$ cat config.mk
export PLATFORM = sky130hd
export DESIGN_NAME = lcd_bus_phy
export DESIGN_NICKNAME = d
export VERILOG_FILES = /design/src/rtl/lcd_pkg.sv /design/src/rtl/lcd_phase_timer.sv /design/src/rtl/lcd_bus_phy.sv
export SDC_FILE = /design/constraint.sdc
export NUM_CORES = 1
export LEC_CHECK = 0
export BUFFER_PORTS_ARGS = -buffer_cell sky130_fd_sc_hd__buf_2
export CAP_MARGIN = 20
export CORE_AREA = 2 2 131 94
export CTS_BUF_LIST = sky130_fd_sc_hd__clkbuf_16
export DETAILED_ROUTE_END_ITERATION = 10
export DIE_AREA = 0 0 133 96
export HOLD_SLACK_MARGIN = 0.05
export PLACE_DENSITY = 0.54
export SYNTH_ARGS = -nofsm -noshare
export SYNTH_HDL_FRONTEND = slang
export SYNTH_SLANG_ARGS = --single-unit
$ cat constraint.sdc
create_clock -name pclk -period 2.3 [get_ports pclk]
set_clock_uncertainty 0.15 [all_clocks]
set_input_delay 0.23 -clock pclk [delete_from_list [all_inputs] [get_ports pclk]]
set_output_delay 0.23 -clock pclk [all_outputs]
set_load 0.1 [all_outputs]
$ cat src/rtl/lcd_pkg.sv
// Shared types and constants for the 8080-style LCD bus engine.
// Ports: none (package only).
// Holds the phy state encoding, bus/counter widths and read word counts.
package lcd_pkg;

    localparam int LCD_DW         = 16;
    localparam int LCD_CNT_W      = 8;
    // Reads always start with one dummy word that the panel returns first.
    localparam int RD_WORDS_ID    = 2;
    localparam int RD_WORDS_COLOR = 3;

    typedef enum logic [2:0] {
        IDLE,
        WR_LOW,
        WR_HIGH,
        RD_LOW,
        RD_HIGH
    } lcd_phy_state_t;

endpackage

$ cat src/rtl/lcd_phase_timer.sv
// Loadable down-counter that times one strobe phase of the LCD bus.
// Ports: pclk/rst_n, load_i + load_val_i (length-1 of the phase), done_o.
// done_o is high while the count is zero, i.e. during the last cycle of a phase.
module lcd_phase_timer
    import lcd_pkg::*;
(
    input  logic                 pclk,
    input  logic                 rst_n,
    input  logic                 load_i,
    input  logic [LCD_CNT_W-1:0] load_val_i,
    output logic                 done_o
);

    logic [LCD_CNT_W-1:0] cnt_q;

    always_ff @(posedge pclk) begin
        if (!rst_n) begin
            cnt_q <= '0;
        end else if (load_i) begin
            cnt_q <= load_val_i;
        end else if (cnt_q != '0) begin
            cnt_q <= cnt_q - 1'b1;
        end
    end

    assign done_o = (cnt_q == '0);

endmodule

$ cat src/rtl/lcd_bus_phy.sv
// 8080-style parallel bus engine for a 16-bit LCD: single-word writes, dummy+1/2 word reads.
// Ports: command side (we/wr/rs/id_fm/read_color/data in; busy/ok pulses/rdata out),
//        panel side (cs_n/rs/wr_n/rd_n strobes, lcd_data_o/oe out, lcd_data_i in).
module lcd_bus_phy
    import lcd_pkg::*;
#(
    parameter int unsigned WR_LOW_CYC  = 2,
    parameter int unsigned WR_HIGH_CYC = 2,
    parameter int unsigned RD_LOW_ID   = 2,
    parameter int unsigned RD_LOW_FM   = 8,
    parameter int unsigned RD_HIGH_CYC = 2
) (
    input  logic              pclk,
    input  logic              rst_n,
    input  logic [LCD_DW-1:0] data_i,
    input  logic              we_i,
    input  logic              wr_i,
    input  logic              rs_i,
    input  logic              id_fm_i,
    input  logic              read_color_i,
    output logic              busy_o,
    output logic              write_ok_o,
    output logic              write_color_ok_o,
    output logic [31:0]       rdata_o,
    output logic              rdata_valid_o,
    output logic              lcd_cs_n,
    output logic              lcd_rs,
    output logic              lcd_wr_n,
    output logic              lcd_rd_n,
    output logic [LCD_DW-1:0] lcd_data_o,
    output logic              lcd_data_oe,
    input  logic [LCD_DW-1:0] lcd_data_i
);

    localparam logic [LCD_CNT_W-1:0] WR_LOW_LD  = LCD_CNT_W'(WR_LOW_CYC - 1);
    localparam logic [LCD_CNT_W-1:0] WR_HIGH_LD = LCD_CNT_W'(WR_HIGH_CYC - 1);
    localparam logic [LCD_CNT_W-1:0] RD_ID_LD   = LCD_CNT_W'(RD_LOW_ID - 1);
    localparam logic [LCD_CNT_W-1:0] RD_FM_LD   = LCD_CNT_W'(RD_LOW_FM - 1);
    localparam logic [LCD_CNT_W-1:0] RD_HIGH_LD = LCD_CNT_W'(RD_HIGH_CYC - 1);

    lcd_phy_state_t       state_q, state_d;
    logic                 accept;
    logic                 tmr_load, tmr_done;
    logic [LCD_CNT_W-1:0] tmr_val;
    logic                 sel_fm;
    logic                 last_word;

    // Latched request fields and read datapath.
    logic                 id_fm_q;
    logic [1:0]           last_idx_q;
    logic [1:0]           wcnt_q;
    logic [LCD_DW-1:0]    rbuf_hi_q, rbuf_lo_q;

    // Registered outputs.
    logic              cs_n_q, cs_n_d, wr_n_q, wr_n_d, rd_n_q, rd_n_d;
    logic              oe_q, oe_d, rs_q, rs_d, busy_q, busy_d;
    logic              wok_q, wok_d, wcok_q, wcok_d, valid_q, valid_d;
    logic [LCD_DW-1:0] dout_q, dout_d;
    logic [31:0]       rdata_q, rdata_d;

    assign accept    = (state_q == IDLE) && we_i;
    assign last_word = (wcnt_q == last_idx_q);
    // The read phase length must come from the live input on the accept edge.
    assign sel_fm    = (state_q == IDLE) ? id_fm_i : id_fm_q;

    // State register
    always_ff @(posedge pclk) begin
        if (!rst_n) state_q <= IDLE;
        else        state_q <= state_d;
    end

    // Next-state logic
    always_comb begin
        state_d = state_q;
        case (state_q)
            IDLE:    if (we_i)     state_d = wr_i ? WR_LOW : RD_LOW;
            WR_LOW:  if (tmr_done) state_d = WR_HIGH;
            WR_HIGH: if (tmr_done) state_d = IDLE;
            RD_LOW:  if (tmr_done) state_d = RD_HIGH;
            RD_HIGH: if (tmr_done) state_d = last_word ? IDLE : RD_LOW;
            default:               state_d = IDLE;
        endcase
    end

    // Every transition enters a new phase, so the timer reloads on any state change.
    always_comb begin
        tmr_load = (state_d != state_q) && (state_d != IDLE);
        case (state_d)
            WR_LOW:  tmr_val = WR_LOW_LD;
            WR_HIGH: tmr_val = WR_HIGH_LD;
            RD_LOW:  tmr_val = sel_fm ? RD_FM_LD : RD_ID_LD;
            RD_HIGH: tmr_val = RD_HIGH_LD;
            default: tmr_val = '0;
        endcase
    end

    lcd_phase_timer u_timer (
        .pclk       (pclk),
        .rst_n      (rst_n),
        .load_i     (tmr_load),
        .load_val_i (tmr_val),
        .done_o     (tmr_done)
    );

    // Output logic: strobe levels follow the state being entered.
    always_comb begin
        cs_n_d  = (state_d == IDLE);
        busy_d  = (state_d != IDLE);
        wr_n_d  = (state_d != WR_LOW);
        rd_n_d  = (state_d != RD_LOW);
        oe_d    = (state_d == WR_LOW) || (state_d == WR_HIGH);
        dout_d  = dout_q;
        rs_d    = rs_q;
        if (accept) begin
            rs_d = rs_i;
            if (wr_i) dout_d = data_i;
        end
        wok_d   = (state_q == WR_HIGH) && tmr_done;
        wcok_d  = wok_d && rs_q;
        valid_d = (state_q == RD_HIGH) && tmr_done && last_word;
        rdata_d = valid_d ? {rbuf_hi_q, rbuf_lo_q} : rdata_q;
    end

    always_ff @(posedge pclk) begin
        if (!rst_n) begin
            cs_n_q  <= 1'b1;
            wr_n_q  <= 1'b1;
            rd_n_q  <= 1'b1;
            oe_q    <= 1'b0;
            rs_q    <= 1'b1;
            busy_q  <= 1'b0;
            wok_q   <= 1'b0;
            wcok_q  <= 1'b0;
            valid_q <= 1'b0;
            dout_q  <= '0;
            rdata_q <= '0;
        end else begin
            cs_n_q  <= cs_n_d;
            wr_n_q  <= wr_n_d;
            rd_n_q  <= rd_n_d;
            oe_q    <= oe_d;
            rs_q    <= rs_d;
            busy_q  <= busy_d;
            wok_q   <= wok_d;
            wcok_q  <= wcok_d;
            valid_q <= valid_d;
            dout_q  <= dout_d;
            rdata_q <= rdata_d;
        end
    end

    // Read datapath: word 0 is the dummy and is never stored.
    always_ff @(posedge pclk) begin
        if (!rst_n) begin
            id_fm_q    <= 1'b0;
            last_idx_q <= 2'd0;
            wcnt_q     <= 2'd0;
            rbuf_hi_q  <= '0;
            rbuf_lo_q  <= '0;
        end else begin
            if (accept) begin
                id_fm_q    <= id_fm_i;
                last_idx_q <= read_color_i ? 2'(RD_WORDS_COLOR - 1) : 2'(RD_WORDS_ID - 1);
                wcnt_q     <= 2'd0;
                rbuf_lo_q  <= '0;
            end
            if ((state_q == RD_HIGH) && (state_d == RD_LOW)) begin
                wcnt_q <= wcnt_q + 2'd1;
            end
            // Sample on the edge that ends the low phase (rd_n rising edge).
            if ((state_q == RD_LOW) && tmr_done) begin
                if (wcnt_q == 2'd1)      rbuf_hi_q <= lcd_data_i;
                else if (wcnt_q == 2'd2) rbuf_lo_q <= lcd_data_i;
            end
        end
    end

    assign busy_o           = busy_q;
    assign write_ok_o       = wok_q;
    assign write_color_ok_o = wcok_q;
    assign rdata_o          = rdata_q;
    assign rdata_valid_o    = valid_q;
    assign lcd_cs_n         = cs_n_q;
    assign lcd_rs           = rs_q;
    assign lcd_wr_n         = wr_n_q;
    assign lcd_rd_n         = rd_n_q;
    assign lcd_data_o       = dout_q;
    assign lcd_data_oe      = oe_q;

endmodule
After elaboration in Yosys (flattened, before gate mapping)

Cells that the tools add are included.

Flip-flop bits (word level): 105
Bits in latches: 0
Bits in writable memories: 0
Memory bits (read-only): 0
Input port bits: 39
Output and inout bits: 57
Memories kept: 0

Add/sub/neg operators: 2
$mul: 0
Div/mod/pow operators: 0
Magnitude comparators: 0
Eq/ne operators: 14
Shifts and indexed selects: 0
Multiplexer cells: 20
Bitwise gates (word level): 0
Reduce and logical (&&, ||, !) cells: 19

Operators with widths:

| operator              | number |
|---|---|
| $mux W16              | 4 |
| $mux W3               | 6 |
| $mux W8               | 2 |
| $pmux W3 S5           | 1 |
| $eq A3 B2 Y1 const B  | 4 |
| $mux W2               | 5 |
| $logic_and A1 B1 Y1   | 8 |
| $logic_not A8 Y1      | 1 |
| $reduce_bool A8 Y1    | 1 |
| $sub A8 B1 Y8 const B | 1 |
| $eq A3 B1 Y1 const B  | 2 |
| $eq A3 B3 Y1 const B  | 2 |
| $logic_not A3 Y1      | 2 |
| $pmux W3 S2           | 1 |
| $reduce_and A2 Y1     | 2 |
| $reduce_bool A2 Y1    | 2 |
| $ne A3 B1 Y1 const B  | 1 |
| $ne A3 B2 Y1 const B  | 1 |
| $ne A3 B3 Y1          | 1 |
| $reduce_bool A3 Y1    | 1 |
| $reduce_or A3 Y1      | 1 |
| $add A2 B1 Y2 const B | 1 |
| $eq A2 B1 Y1 const B  | 1 |
| $eq A2 B2 Y1          | 1 |
| other kinds (3)       | 3 |

Depth between registers and ports, before layout

Depth in word-level cells: 8
Mapped depth: 9
Mapped depth without buffers: 7

Hierarchy

Synthesis repeated with hierarchy kept, for this count alone.

Cell total of the unflattened synthesis: 479
Area, all modules: 4352.9 µm²

Modules (own cells, without submodules):

| module          | times used | cells an instance | area an instance (µm²) | sequential area each (µm²) |
|---|---|---|---|---|
| lcd_bus_phy     | 1          | 428               | 3895.0                 | 1941.9 |
| lcd_phase_timer | 1          | 51                | 457.9                  | 160.2 |

Least setup slack after synthesis

No wires, ideal clock.

Path type: reg-to-reg
From: register u_timer.cnt_q[0]
To: register oe_q, in the netlist lcd_data_oe
Setup time: 0.121 ns
Arrival time: 1.799 ns
Required time: 2.029 ns
Setup slack: 0.231 ns
Cell stages (with the launch flop): 9
Buffers on the path: 1
Period minus slack after synthesis: 2.069 ns
Path through: dfxtp_1 > inv_1 > ha_1 > nor3b_2 > and2_1 > buf_4 > a311o_1 > and2_4 > mux2_2

Word-level cells in the longest chain between the ends: 5

Ends and longest elaborated chain:

| what                                                | RTL line              | source |
|---|---|---|
| start, declared                                     | lcd_phase_timer.sv:14 | `logic [LCD_CNT_W-1:0] cnt_q;` |
| start signal, assigned                              | lcd_phase_timer.sv:20 | `cnt_q <= load_val_i;` |
| start signal, assigned                              | lcd_phase_timer.sv:22 | `cnt_q <= cnt_q - 1'b1;` |
| $logic_not A8 Y1 (*)                                | lcd_phase_timer.sv:26 | `assign done_o = (cnt_q == '0);` |
| $mux W3, on equally long branches                   | --                    |  |
| $pmux W3 S5 (*)                                     | lcd_bus_phy.sv:75     | `case (state_q)` |
| $eq A3 B1 Y1 / $eq A3 B2 Y1 (equally long branches) | lcd_bus_phy.sv:111    | `oe_d = (state_d == WR_LOW) \|\| (state_d == WR_HIGH);` |
| $logic_or A1 B1 Y1 (*)                              | lcd_bus_phy.sv:111    |  |
| end signal, assigned                                | lcd_bus_phy.sv:129    | `oe_q <= 1'b0;` |
| end signal, assigned                                | lcd_bus_phy.sv:141    | `oe_q <= oe_d;` |
| end, declared                                       | lcd_bus_phy.sv:56     | `logic oe_q, oe_d, rs_q, rs_d, busy_q, busy_d;` |

Mark *: on every way between the ends. The rest lies on a longest branch, timed or not.
A chain may end at the register's enable or synchronous reset.

Worst setup path in the final report

From: register u_timer.cnt_q[5]
To: register oe_q, in the netlist lcd_data_oe

The elaborated chain is that of the path after synthesis.

==> reports/qor.yml <==
detailed_routing:
  routed_wl_um: 10100
  route.detailed.drc: 0
  wl_per_cell_um: 13.1
  vias: 3595
  via_per_inst: 4.67
  drtAntennaViolNets: 0
  dr.pass1.iters: 4
  drtIter0Drc: 198
layout:
  nFillCells: 1126
  drive_above_1_share_pct: 23.0
  regArea_um2: 2100
  multi_input_area_um2: 1710
  layout_commonest_cell: "nand2_1"
  antenna_cells: 0
  final_area_um2: 5390
  final_core_util_pct: 46.8
  final_nets: 651
  area_delta_synth_final_pct: 36.1
  layout_common_cells: "nand2_1, dfxtp_1, buf_2"
grt:
  track_usage_pct: 16.3
  grt_pass1_vias: 3460
  antenna_found_initial: 0
  grt_pass1_wl_um: 16700
  grt_max_degree: 71
  grt-ovfl-total: 0
logic_synthesis:
  syn_area_um2: 3960
  synth-seq-cells: 105
  postSynthAreaPerCell_um2: 8.32
  ys_types: 48
  yosys_warnings: 0
  syn-num-nets: 519
  synth.yosys.seq_area_share_pct: 53.1
  syn_inst: 476
run_status:
  status: "complete, no violations"
die:
  io_pins: 96
  die_w_um: 133
  initial_core_util_pct: 34.4
  rows: 33
  die_y_um: 96
  core_area_um2: 11500
  fp.dieArea_um2: 12800
worst_setup_path:
  cp-start-kind: "register"
  critical_path.max_stage_delay_ps: 540
  cp-end-kind: "register"
  crit_arrival_ps: 2300
  cp_cell_sequence: "nor4_4, and2_2, mux2i_1, o21ai_2, mux2_2"
  slowest_stage: "nor4_4"
  worstSetupPathType: "reg2reg"
  worst-path-max-fanout: 9
  crit_required_ps: 2380
sta:
  timing.hold.ws_ps: 162
  finalCritPeriodShare_pct: 96.7
  drv_slew: 0
  tightest_slew_ps: 515
  post-route-min-period_ps: 2220
  tns_ps: 0
  relSlewSlack_pct: 65.4
  setup_viol: 0
  setup_ws_ps: 76.9
  rsz0062_at_grt: "yes"
  clock.fmax_mhz: 450
  hold_viol_final: 0
placement:
  gp_congestion: 0.793
  place_ws_ps: 17.3
  placed_area_um2: 4640
  hpwlAfterDp_um: 6730
  port_buffers: 95
clock_network:
  root_buffer: "clkbuf_16"
  cts_tree: "built"
  cts.path.max_buffers: 2
  clk_pin_slew_ps: 70
  clkLatencyLatePin_ps: 340
  cts.sinks: 105
  cts_buffers: 9
  h-tree-depth: 3
flow_run:
  max_cap_viol_count: 0
hold_path:
  hold_path_class: "in2reg"
pwr:
  ir_worst_vdd_uv: 730
  power.leakage_nw: 2.17
  powerDensity_nw_per_um2: 991
worst max-delay path: cells and delay by family (launching register included):
kind	cells	cell delay (ps)
simple gates	2	900
mux	2	480
flops	1	360
compound gates	1	240
Yosys cell counts (all sizes together):
master | n | area, µm²
a2111o | 1 | 11.3
a21oi | 85 | 425
a311o | 1 | 10.0
a31oi | 2 | 12.5
and2 | 6 | 40.0
and3 | 2 | 12.5
and4 | 1 | 8.76
buf | 14 | 93.8
clkbuf | 16 | 60.1
dfxtp | 105 | 2100
ha | 4 | 50.1
inv | 5 | 18.8
mux2 | 1 | 11.3
mux2i | 2 | 20.0
nand2 | 154 | 581
nand2b | 3 | 18.8
nand3 | 21 | 105
nand3b | 1 | 7.51
nand4 | 2 | 18.8
nor2 | 12 | 45.0
nor2b | 3 | 18.8
nor3 | 4 | 25.0
nor3b | 2 | 20.0
nor4 | 1 | 21.3
nor4b | 1 | 15.0
o2111ai | 2 | 23.8
o21a | 1 | 7.51
o21ai | 5 | 28.8
o31a | 1 | 8.76
o31ai | 2 | 15.0
or2 | 2 | 12.5
or3 | 4 | 25.0
or3b | 1 | 8.76
or4 | 1 | 7.51
xnor2 | 1 | 8.76
xor2 | 7 | 61.3
state kept, by name (all words and copies together) (netlist names), 2 cells and up:
register / flops
wcnt_q: 2
last_idx_q: 2
rbuf_lo_q: 16
lcd_data_o: 16
rdata_o: 32
state_q: 3
u_timer.cnt_q: 8
rbuf_hi_q: 16
final timing paths:
path / start / to / slack, ps / cells after the start
worst max-delay path: u_timer.cnt_q[5]$_SDFFE_PN0P_ / lcd_data_oe$_SDFF_PN0_ / 80 / 5
worst min-delay path: we_i / u_timer.cnt_q[0]$_SDFFE_PN0P_ / 160 / 3
worst max register to register: u_timer.cnt_q[5]$_SDFFE_PN0P_ / lcd_data_oe$_SDFF_PN0_ / 80 / 5
worst min register to register: rbuf_lo_q[11]$_SDFF_PN0_ / rdata_o[11]$_SDFFE_PN0P_ / 300 / 2
cell families (layout without fill, tap and decap cells):
family	after synthesis	after routing	share of synthesized area (%)
flops	105	105	53.1
compound gates	100	100	13.7
buf+inv	35	172	4.36
xor+xnor	8	8	1.77
fa+ha+maj	4	4	1.26
mux	3	3	0.790
simple gates	221	221	25.0
routing by layer:
| metal | global-route usage, % | share of wire [%] | routed length [µm] |
|---|---|---|---|
| met1 | 21.1 | 48 | 4840 |
| met2 | 26.9 | 45 | 4590 |
| met3 | 5.11 | 6.1 | 615 |
| met4 | 3.67 | 0.42 | 42 |
| met5 | 0 | 0 | 0 |
through the flow:
stage,power (mW),instances
after floorplan,3.19,476
after global placement,3.50,714
after detailed placement,3.51,714
after CTS,5.29,767
after global routing,5.60,770
final,5.34,770
repair_timing:
item / 4_1_cts / 5_1_grt
buffers inserted: 0 / 3
endpoints found under the hold margin: 54 / 0
resized for setup: 0 / 3
setup endpoints to repair: 0 / 47
hold buffers: 37 / 0
power by group:
group | switching, mW | internal (mW)
clock network | 0.663 | 1.06
logic | 1.05 | 0.518
registers | 0.105 | 1.95
total | 1.82 | 3.52
final cells by class:
class                      instances  area share (%)
clock inverter                     7            2.04
timing repair buffer             151            19.0
clock buffer                       9            4.18
tap                              157            3.65
inverter                           5           0.348
multi-input combinational        336            31.7
sequential                       105            39.0
Note: power is estimated with default switching activity, not from simulation.
